===== src/rtl/qpsk_bit_packer_if.sv =====
// Handshake bundle for qpsk_bit_packer: serial bit stream in, packed word out.
interface qpsk_bit_packer_if #(
    parameter int unsigned WORD_W = 21,
    parameter int unsigned CNT_W  = 16
);
    logic              bit_in;
    logic              bit_valid;
    logic              bit_ready;
    logic              flush;
    logic [WORD_W-1:0] word_out;
    logic              word_valid;
    logic              word_ready;
    logic [CNT_W-1:0]  word_count;

    modport master (
        output bit_in, bit_valid, flush, word_ready,
        input  bit_ready, word_out, word_valid, word_count
    );

    modport slave (
        input  bit_in, bit_valid, flush, word_ready,
        output bit_ready, word_out, word_valid, word_count
    );
endinterface


===== src/rtl/qpsk_bit_packer.sv =====
// Packs a serial bit stream into WORD_W-bit words for the QPSK modulator, with one parked word.
// Define QPSK_PACKER_PARITY_EN to reserve word_out[0] for even parity over the data bits.
module qpsk_bit_packer #(
    parameter int unsigned WORD_W    = 21,
    parameter bit          MSB_FIRST = 1'b1,
    parameter int unsigned CNT_W     = 16
) (
    input  logic             clk,
    input  logic             reset,
    qpsk_bit_packer_if.slave bus
);
`ifdef QPSK_PACKER_PARITY_EN
    localparam int unsigned DATA_W = WORD_W - 1;
`else
    localparam int unsigned DATA_W = WORD_W;
`endif
    localparam int unsigned FILL_W = $clog2(DATA_W + 1);

    logic [DATA_W-1:0] shreg;
    logic [FILL_W-1:0] fill;
    logic              parked;
    logic [WORD_W-1:0] word_q;
    logic              word_valid_q;
    logic [CNT_W-1:0]  count_q;

    logic              accept_c;
    logic              handshake_c;
    logic              out_free_c;
    logic              complete_c;
    logic [FILL_W-1:0] pos_c;
    logic [FILL_W-1:0] fill_c;
    logic [DATA_W-1:0] data_c;

    function automatic logic [WORD_W-1:0] pack(input logic [DATA_W-1:0] d);
`ifdef QPSK_PACKER_PARITY_EN
        return {d, ^d};
`else
        return d;
`endif
    endfunction

    assign bus.bit_ready  = !reset && !parked;
    assign bus.word_out   = word_q;
    assign bus.word_valid = word_valid_q;
    assign bus.word_count = count_q;

    // Shift register image including this cycle's bit, and word-completion decision.
    always_comb begin
        data_c      = shreg;
        fill_c      = fill;
        accept_c    = bus.bit_valid && bus.bit_ready;
        pos_c       = MSB_FIRST ? (FILL_W'(DATA_W - 1) - fill) : fill;
        if (accept_c) begin
            data_c[pos_c] = bus.bit_in;
            fill_c        = fill + FILL_W'(1);
        end
        handshake_c = word_valid_q && bus.word_ready;
        out_free_c  = !word_valid_q || bus.word_ready;
        complete_c  = !parked &&
                      ((accept_c && (fill_c == FILL_W'(DATA_W))) ||
                       (bus.flush && (fill_c != '0)));
    end

    always_ff @(posedge clk) begin
        if (reset) begin
            shreg        <= '0;
            fill         <= '0;
            parked       <= 1'b0;
            word_q       <= '0;
            word_valid_q <= 1'b0;
            count_q      <= '0;
        end else begin
            if (handshake_c) begin
                count_q <= count_q + CNT_W'(1);
            end
            if (parked) begin
                // Parked word replaces the accepted one; word_valid stays high.
                if (bus.word_ready) begin
                    word_q <= pack(shreg);
                    parked <= 1'b0;
                    fill   <= '0;
                    shreg  <= '0;
                end
            end else if (complete_c && out_free_c) begin
                word_q       <= pack(data_c);
                word_valid_q <= 1'b1;
                fill         <= '0;
                shreg        <= '0;
            end else if (complete_c) begin
                parked <= 1'b1;
                shreg  <= data_c;
                fill   <= fill_c;
            end else begin
                shreg <= data_c;
                fill  <= fill_c;
                if (handshake_c) begin
                    word_valid_q <= 1'b0;
                end
            end
        end
    end
endmodule


===== src/flat_wrapper.sv =====
// flat-port wrapper written by rule: the top's interface ports become plain ports
module qpsk_bit_packer_flat 
#(
    parameter int unsigned WORD_W    = 21,
    parameter bit          MSB_FIRST = 1'b1,
    parameter int unsigned CNT_W     = 16
)
  (clk, reset, bus_bit_in, bus_bit_valid, bus_flush, bus_word_ready, bus_bit_ready, bus_word_out, bus_word_valid, bus_word_count);
  qpsk_bit_packer_if #(.WORD_W(WORD_W), .CNT_W(CNT_W)) bus_i ();
  input  logic clk;
  input  logic reset;
  input wire logic [$bits(bus_i.bit_in)-1:0] bus_bit_in;
  input wire logic [$bits(bus_i.bit_valid)-1:0] bus_bit_valid;
  input wire logic [$bits(bus_i.flush)-1:0] bus_flush;
  input wire logic [$bits(bus_i.word_ready)-1:0] bus_word_ready;
  output wire logic [$bits(bus_i.bit_ready)-1:0] bus_bit_ready;
  output wire logic [$bits(bus_i.word_out)-1:0] bus_word_out;
  output wire logic [$bits(bus_i.word_valid)-1:0] bus_word_valid;
  output wire logic [$bits(bus_i.word_count)-1:0] bus_word_count;
  assign bus_i.bit_in = bus_bit_in;
  assign bus_i.bit_valid = bus_bit_valid;
  assign bus_i.flush = bus_flush;
  assign bus_i.word_ready = bus_word_ready;
  assign bus_bit_ready = bus_i.bit_ready;
  assign bus_word_out = bus_i.word_out;
  assign bus_word_valid = bus_i.word_valid;
  assign bus_word_count = bus_i.word_count;
  qpsk_bit_packer #(.WORD_W(WORD_W), .MSB_FIRST(MSB_FIRST), .CNT_W(CNT_W)) u_core (.clk(clk), .reset(reset), .bus(bus_i));
endmodule

===== config.mk =====
export PLATFORM = sky130hd
export DESIGN_NAME = qpsk_bit_packer_flat
export DESIGN_NICKNAME = d
export VERILOG_FILES = /design/src/rtl/qpsk_bit_packer_if.sv /design/src/rtl/qpsk_bit_packer.sv /design/src/flat_wrapper.sv
export SDC_FILE = /design/constraint.sdc
export NUM_CORES = 1
export LEC_CHECK = 0
export ABC_CLOCK_PERIOD_IN_PS = 3200
export BUFFER_PORTS_ARGS = -buffer_cell sky130_fd_sc_hd__buf_2
export CELL_PAD_IN_SITES_DETAIL_PLACEMENT = 0
export CELL_PAD_IN_SITES_GLOBAL_PLACEMENT = 1
export CORE_ASPECT_RATIO = 0.75
export CORE_MARGIN = 2
export CORE_UTILIZATION = 30
export CTS_CLUSTER_SIZE = 40
export DETAILED_ROUTE_END_ITERATION = 10
export GPL_ROUTABILITY_DRIVEN = 0
export PLACE_DENSITY = 0.6
export SLEW_MARGIN = 10
export SYNTH_ARGS = -nofsm -noshare
export SYNTH_HDL_FRONTEND = slang
export SYNTH_SLANG_ARGS = --single-unit

===== constraint.sdc =====
create_clock -name clk -period 3.2 [get_ports clk]
set_input_delay 0.8 -clock clk [delete_from_list [all_inputs] [get_ports clk]]
set_output_delay 0.8 -clock clk [all_outputs]
set_load 0.1 [all_outputs]

==> flow_results.org <==
** Yosys
- Total standard cell area after synthesis :: 3371 um2
- Synthesized netlist cell count :: 396
- Synthesized area divided by synthesized cell count :: 8.512 um2
- Net count after synthesis :: 407
- Number of distinct library cells after synthesis :: 55
- After synthesis, flip-flops and latches occupy 38.60% of the total area.
- In the synthesized netlist the async set-or-reset flop fraction comes to 0%.
- Top FF cell, synth :: dfxtp_1
- Yosys printed 0 warnings.
- The synthesized design contains 0 enable-type register cells.
- After synthesis the netlist holds a flip-flop and latch count of 65.

** Clock tree
- Clock buffer count from CTS :: 9
- TritonCTS built the clock tree.
- In this run the deepest clock path goes through 2 buffers.
- Post-CTS clock slew at the launch and capture registers of the worst setup and hold paths :: 50 ps
- After clock tree synthesis, the setup repair step added 0 buffers.
- CTS root buf :: clkbuf_16
- At the later pin of the worst-skew pair, clock insertion delay measures 340 ps.
- CTS built an H-tree with a depth of 3.
- The tree built by TritonCTS fans out to 65 sinks.
- Gates resized during post-CTS repair numbered 0.
- Hold repair after CTS inserted 0 buffers.

** STA
- Worst-margin pin slew :: 725.7 ps
- Fin. max-slew vios :: 0
- Number of hold violations in the final report :: 0
- On the final layout, the worst clock skew is 6.027 ps.
- Maximum clock frequency :: 359.7 MHz
- Setup repair after global routing left no endpoint under its margin.
- Setup TNS after final layout :: 0 ps
- Portion of the clock cycle consumed by the worst path in the final layout :: 86.88%
- The worst path needs 2780 ps of the cycle, external delays included.
- Headroom to the max-slew limit came out at 51.53%.
- Setup violations remaining at the end of the flow were counted as 0.

** Placed design
- Counting tap cells, the placed design contains a total of 565 instances.
- HPWL after DPL :: 6.247 mm
- Summing all placed instances gives a cell area of 3754 um2.
- IO Port Bufs :: 44

** Die
- Top-level port count :: 45
- For this configuration, the core starts out at a cell density of 30.81%.
- Core footprint :: 10,940 um2
- Floorplan row count :: 33
- The die covers 12,110 um2.
- From left edge to right edge, the die measures 126.4 um.
- Die H :: 95.80 um

** Critical path
- Crit Reg-Reg Startpoint :: u_core.fill[0]
- Endpoint type of the worst setup path :: register
- Arrival @ worst endpoint :: 3050 ps
- Worst reg-to-reg path cell count :: 8
- Critical Setup Path Class :: register to register
- Largest fanout of any net on the critical path :: 8
- Setup slack on the worst reg-to-reg path comes out at 420 ps.
- Kind of launch point of the worst setup path :: register
- The most critical setup path has its endpoint at u_core.bus.word_out[7].
- The most critical setup path has its startpoint at u_core.fill[0].
- R2R Path End :: u_core.bus.word_out[7]
- Data on the critical path is required at its endpoint by 3470 ps.

** GRT
- Global routing used 15.71% of the available tracks.
- The initial antenna violation count was 0.
- Entering global routing, the biggest net connects 67 pins.
- Met3 demand-to-capacity share in global routing :: 4.725%
- Via count of the first global-routing pass :: 2,752
- Global-route congestion overflow total :: 0
- The first global-routing pass estimated 14.63 mm of wire.
- In the global route stage, met1 resource usage came out at 22.41%.
- After global routing, the most crowded layer is met1.
- Global-route met2 utilization :: 22.10%

** Route
- Drt initial violations :: 250
- Drt pass-1 iters :: 4
- Total vias in the final route :: 3,024
- Ratio of routed vias to standard cells :: 5.205
- Drt drc :: 0
- Aggregate routed wire length :: 8.940 mm
- After detailed routing, the average wire length per cell comes to 15.39 um.
- In this run the remaining antenna-violating nets after routing total 0.

** Cells and area
- Number of standard cells in the final layout excluding fillers :: 581
- Post-route design area :: 4070 um2
- Synthesis-to-layout area growth :: 20.75%
- Most frequent standard cell in the layout excluding fill and tap cells :: dfxtp_1
- 0 antenna diodes ended up in the layout.
- The net count of the finished layout is 447.
- Leaving out fill and tap cells, the most frequent cells in the layout are dfxtp_1 (65), buf_2 (44), nor2_1 (41).
- Cells with a size suffix above 1 make up 20.41% of the layout.
- Layout fillers :: 1,116

** Run status
- Status :: finished clean

** Power
- Power density cells :: 518.6 nW/um2
- VDD sags by at most 292.2 uV.
- For this design the static power due to leakage is 0.001658 uW.

** Run
- Number of max-cap violations :: 0

** Hold path
- The tightest min-delay check is of the register to register type.
## logic make-up (layout without fill, tap and decap cells)
| logic type | count (synthesis) | after routing | synth area share [%] |
|---|---|---|---|
| XOR/XNOR | 13 | 13 | 3.378 |
| multiplexers | 28 | 28 | 8.908 |
| flip-flops | 65 | 65 | 38.60 |
| buffers and inverters | 34 | 79 | 4.195 |
| AND/OR/NAND/NOR | 165 | 165 | 25.32 |
| AO/OA/AOI/OAI | 86 | 86 | 17.74 |
| adder cells (fa/ha/maj) | 5 | 5 | 1.856 |
## state kept, by name (all words and copies together) (netlist names)
name	cells
u_core.bus.word_out	21
u_core.bus.word_count	16
u_core.parked	1
u_core.bus.word_valid	1
u_core.shreg	21
u_core.fill	5
## how the worst min path moves through the flow
stage               slack [ps]                to             start  cells after the start
floorplan                  420   u_core.shreg[1]   u_core.shreg[1]                      2
global route               490  u_core.shreg[13]  u_core.shreg[13]                      1
global placement           440   u_core.shreg[2]   u_core.shreg[2]                      2
CTS                        450   u_core.shreg[3]   u_core.shreg[3]                      2
detailed placement         440   u_core.shreg[3]   u_core.shreg[3]                      2
finish                     450   u_core.shreg[3]   u_core.shreg[3]                      2
## worst max-delay path, cell delays in order, from the launching register on
cell and delay, ps:
dfxtp_1 520, inv_1 120, ha_1 390, nand4b_1 230
and3_1 240, or3_1 410, o22ai_4 360, buf_4 250
mux2i_1 190
## layout make-up
type | count | area, um2 | area share [%]
Multi-Input combinational cell | 297 | 1933 | 47.49
Clock buffer | 12 | 266.5 | 6.548
Clock inverter | 4 | 50.05 | 1.230
Tap cell | 140 | 175.2 | 4.304
Inverter | 5 | 18.77 | 0.4611
Timing Repair Buffer | 58 | 325.3 | 7.993
Sequential cell | 65 | 1301 | 31.97
## power breakdown
group / leakage, uW / internal [uW] / switching [uW]
combinational: 0.000982 / 66.6 / 180
clock: 0.000151 / 665 / 364
sequential: 0.000525 / 822 / 13.3
total: 0.00166 / 1550 / 557
## metal layers
metal  vias up  wire length (um)
li1       1504                 -
met5         -                 0
met4         0                89
met3         7               405
met2        70              3802
met1      1443              4643
## synth_stat cells (2+ instances only)
| master | instances | area [um2] |
|---|---|---|
| or3_1 | 5 | 31.28 |
| xor2_1 | 11 | 96.34 |
| ha_1 | 5 | 62.56 |
| inv_1 | 5 | 18.77 |
| and2_1 | 7 | 43.79 |
| mux2_4 | 3 | 45.04 |
| nor4b_1 | 3 | 26.28 |
| nor2b_1 | 10 | 62.56 |
| nand3_1 | 7 | 35.03 |
| a22o_1 | 9 | 78.83 |
| nand3b_1 | 3 | 22.52 |
| and3_1 | 6 | 37.54 |
| mux2_2 | 4 | 45.04 |
| buf_1 | 2 | 7.510 |
| xnor2_1 | 2 | 17.52 |
| o21ai_0 | 21 | 105.1 |
| nand2_1 | 38 | 142.6 |
| nand2b_1 | 19 | 118.9 |
| nor4_1 | 5 | 31.28 |
| a211oi_1 | 6 | 45.04 |
| dfxtp_1 | 65 | 1301 |
| buf_2 | 2 | 10.01 |
| clkbuf_1 | 23 | 86.33 |
| mux2i_1 | 21 | 210.2 |
| a21oi_1 | 17 | 85.08 |
| nand4_1 | 5 | 31.28 |
| a2111oi_0 | 3 | 26.28 |
| o31ai_1 | 5 | 37.54 |
| nor2_1 | 43 | 161.4 |
| nor3_1 | 5 | 25.02 |
| a31oi_1 | 7 | 43.79 |
| a211o_1 | 3 | 26.28 |
| a32o_1 | 4 | 40.04 |
## stage by stage
stage               worst slack [ps]  utilization [%]  total power (uW)  hold WS, ps
floorplan                      218.6                -              1041        424.4
global placement               169.1            34.31              1100        435.4
detailed placement             149.9            34.31              1100        441.1
CTS                            467.4            37.20              2149        454.9
global route                   153.0            37.20              2204        490.6
finish                         419.8            37.20              2111        449.7
No activity file was read; power rests on OpenSTA's default activity.
